`config.mk`:
```
export PLATFORM = sky130hd
export DESIGN_NAME = sd_clk_divider
export DESIGN_NICKNAME = d
export VERILOG_FILES = /design/src/rtl/sd_clk_div_pkg.sv /design/src/rtl/sd_clk_divider.sv
export SDC_FILE = /design/constraint.sdc
export NUM_CORES = 1
export LEC_CHECK = 0
export CORE_AREA = 3 3 40 42
export CTS_CLUSTER_DIAMETER = 80
export DETAILED_ROUTE_END_ITERATION = 8
export DIE_AREA = 0 0 43 45
export PLACE_DENSITY = 0.59
export SKIP_CTS_REPAIR_TIMING = 1
export SLEW_MARGIN = 0
export SYNTH_ARGS = -nofsm -noshare
export SYNTH_HDL_FRONTEND = slang
export SYNTH_SLANG_ARGS = --single-unit
```
`constraint.sdc`:
```
create_clock -name CLK -period 1.7 [get_ports CLK]
set_input_delay 0.34 -clock CLK [delete_from_list [all_inputs] [get_ports CLK]]
set_output_delay 0.34 -clock CLK [all_outputs]
set_load 0.05 [all_outputs]
```
`src/rtl/sd_clk_div_pkg.sv`:
```
// Shared constants and types for the SD bus clock divider.
package sd_clk_div_pkg;

  localparam int unsigned DIV_W = 8;

  typedef logic [DIV_W-1:0] div_t;

  localparam div_t CNT_RST    = '0;
  localparam logic SD_CLK_RST = 1'b0;

endpackage

```
`src/rtl/sd_clk_divider.sv`:
```
// SD bus clock divider: SD_CLK period is 2*(DIVIDER+1) CLK cycles, 50% duty, driven from a flop.
// Optional edge strobes (SD_CLK_RISE_STB / SD_CLK_FALL_STB) are enabled by SD_CLK_DIV_EDGE_STB_EN.
module sd_clk_divider
  import sd_clk_div_pkg::*;
(
  input  logic             CLK,
  input  logic             RST,
  input  logic [DIV_W-1:0] DIVIDER,
`ifdef SD_CLK_DIV_EDGE_STB_EN
  output logic             SD_CLK_RISE_STB,
  output logic             SD_CLK_FALL_STB,
`endif
  output logic             SD_CLK
);

  div_t cnt_q;
  logic sd_clk_q;
  logic terminal;

  // Equality only: a DIVIDER below the running count forces a full wrap before the next toggle.
  assign terminal = (cnt_q == DIVIDER);

  always_ff @(posedge CLK or posedge RST) begin
    if (RST) begin
      cnt_q    <= CNT_RST;
      sd_clk_q <= SD_CLK_RST;
    end else if (terminal) begin
      cnt_q    <= CNT_RST;
      sd_clk_q <= ~sd_clk_q;
    end else begin
      cnt_q    <= cnt_q + 1'b1;
    end
  end

  assign SD_CLK = sd_clk_q;

`ifdef SD_CLK_DIV_EDGE_STB_EN
  logic rise_stb_q;
  logic fall_stb_q;

  // Registered alongside the toggle, so each pulse coincides with the first cycle of the new level.
  always_ff @(posedge CLK or posedge RST) begin
    if (RST) begin
      rise_stb_q <= 1'b0;
      fall_stb_q <= 1'b0;
    end else begin
      rise_stb_q <= terminal & ~sd_clk_q;
      fall_stb_q <= terminal & sd_clk_q;
    end
  end

  assign SD_CLK_RISE_STB = rise_stb_q;
  assign SD_CLK_FALL_STB = fall_stb_q;
`endif

endmodule

```
==> flow_summary.toml <==
[global_routing]
met2_usage = 0.174
grt_pass1_wl_um = 1520
busiest_layer = "met2"
grt_max_degree = 10
gr-total-overflow = 0
track_usage = 0.111
met3_usage = 0.0359
grt_util_met1 = 0.125
grt_pass1_vias = 357
antenna_found_initial = 0

[critical_path]
critPathKind = "input pin to register"
crit_arrival_ns = 1.52
reg2reg_from = "cnt_q[4]"
worstSetupStartpoint = "DIVIDER[4]"
path_cells = "clkdlybuf4s50_1 -> xnor2_1 -> nand4_1 -> nor2_4 -> xor2_1"
path_max_fanout = 9
cp-start-kind = "input pin"
required_ns = 1.88
cp_num_buf_inv = 1
max_stage_delay_ns = 0.48
crit_path_end_kind = "register"
rr_worst_depth = 4
cp_slowest_cell = "clkdlybuf4s50_1"
worstSetupPathDepth = 5
ff2ff_setup_slack_ns = 0.46
critPathTopFamily = "buffers and inverters"

[timing]
rsz0062_at_grt = "false"
hold_viol_final = 0
timing.final.crit_share = 0.788
setup_viol = 0
final.setup_skew_ns = 0.00291
relSlewSlack = 0.776
min_period_ns = 1.34
fmax_mhz = 746
setup_ws_ns = 0.360
maxSlewViolCount = 0
tightestPinTransition_ns = 0.335
fin_tns_setup_ns = 0

[routing]
viasPerCell = 4.55
drc = 0
dr_total_vias = 337
dr.pass1.iters = 4
postRouteWirelength_um = 878
drtIter0Drc = 5
postRouteAntennaNets = 0
wire_per_inst_um = 11.9

[final_layout]
seq_area_um2 = 225
fin_nets = 71
area_growth_pct = 29.9
antenna_cells = 0
final_cell_mix = "11 x xnor2_1, 9 x dfrtp_1, 9 x clkdlybuf4s50_1"
fin_area_um2 = 619
n_fill_cell = 126
layout_commonest_cell = "xnor2_1"
layout-drive-gt1-share = 0.119
multi_input_area_um2 = 248
final_core_util = 0.482

[power_and_ir_drop]
leakagePower_uw = 0.000251
p_total_uw = 877
p_per_area_mw_per_mm2 = 1420
irDropWorstVdd_mv = 0.693

[clocking]
path_clk_slew_ns = 0.06
clk_latency_ns = 0.25
htree_levels = 1
cts.sinks = 9
clockRootBuffer = "clkbuf_4"
cts_max_path_buffers = 2
cts_buffers = 3
cts_tree = "built"

[synthesis]
synth-seq-cells = 9
ys_types = 14
netlist.area_leader.share = 0.472
synth_seq_area_share = 0.472
synthTopCellsByArea = "dfrtp_1 47%, xnor2_1 20%, xor2_1 7.3%"
yosysTopAreaCell = "dfrtp_1"
netlist_instances = 45
yosysWarningCount = 0
syn_nets = 56
synth_area_um2 = 477
avgSynthCellArea_um2 = 10.6

[placement]
io_buffers = 10
place.gp.congestion = 0.772
pre_cts_ws_ns = 0.0879
dp_hpwl_um = 693
dpl_cell_area_um2 = 593

[floorplan]
dieHeight_um = 45
die-area_mm2 = 0.00194
io_pins = 11
rows = 13
fp.dieW_um = 43
coreArea_mm2 = 0.00128
start_util = 0.371

[worst_hold_path]
hp-class = "input pin to asynchronous set/reset pin"

[flow_run]
cap_violations = 0

[outcome]
status = "finished, final reports clean"
area by class of cell:
cell class / instances / share of cell area
clock buffers: 4 / 0.0424
multi-input cells: 35 / 0.400
inverters: 1 / 0.00606
flip-flops and latches: 9 / 0.364
repair buffers: 10 / 0.158
well taps: 15 / 0.0303
routing by layer:
metal / vias up / part of all wire
met2: 9 / 0.44
li1: 173 / -
met1: 153 / 0.46
met5: - / 0
met3: 2 / 0.079
met4: 0 / 0.021
worst paths after layout:
check                                end
worst max register to register    SD_CLK
max in group asynchronous       cnt_q[3]
worst min register to register    SD_CLK
worst min-delay path            cnt_q[4]
min in group CLK                  SD_CLK
worst max-delay path              SD_CLK
cells by family (layout without fill, tap and decap cells):
family,count (synthesis),after routing,synth area share
xor+xnor,15,15,0.276
fa+ha+maj,1,1,0.0262
buf+inv,1,15,0.00787
flops,9,9,0.472
simple gates,19,19,0.218
per-stage QoR:
step                      instances  hold slack, ns
final                            74           0.341
after global routing             74           0.366
after CTS                        74           0.351
after detailed placement         70           0.459
after global placement           70           0.460
after floorplan                  45           0.168
state kept, by name, summed over array words and instances, names as in the netlist:
signal / flops
SD_CLK: 1
cnt_q: 8
synth_stat cells, drive strengths merged:
cell type  count
ha             1
xor2           4
xnor2         11
nor3           1
nand4          2
and3           1
nand3          3
nor2b          1
nor2           9
nand2          2
inv            1
dfrtp          9
power breakdown:
group	internal (uW)	switching, uW
clock	90.1	68.8
sequential	303	118
combinational	162	135
total	555	322
No activity file was read; power rests on OpenSTA's default activity.
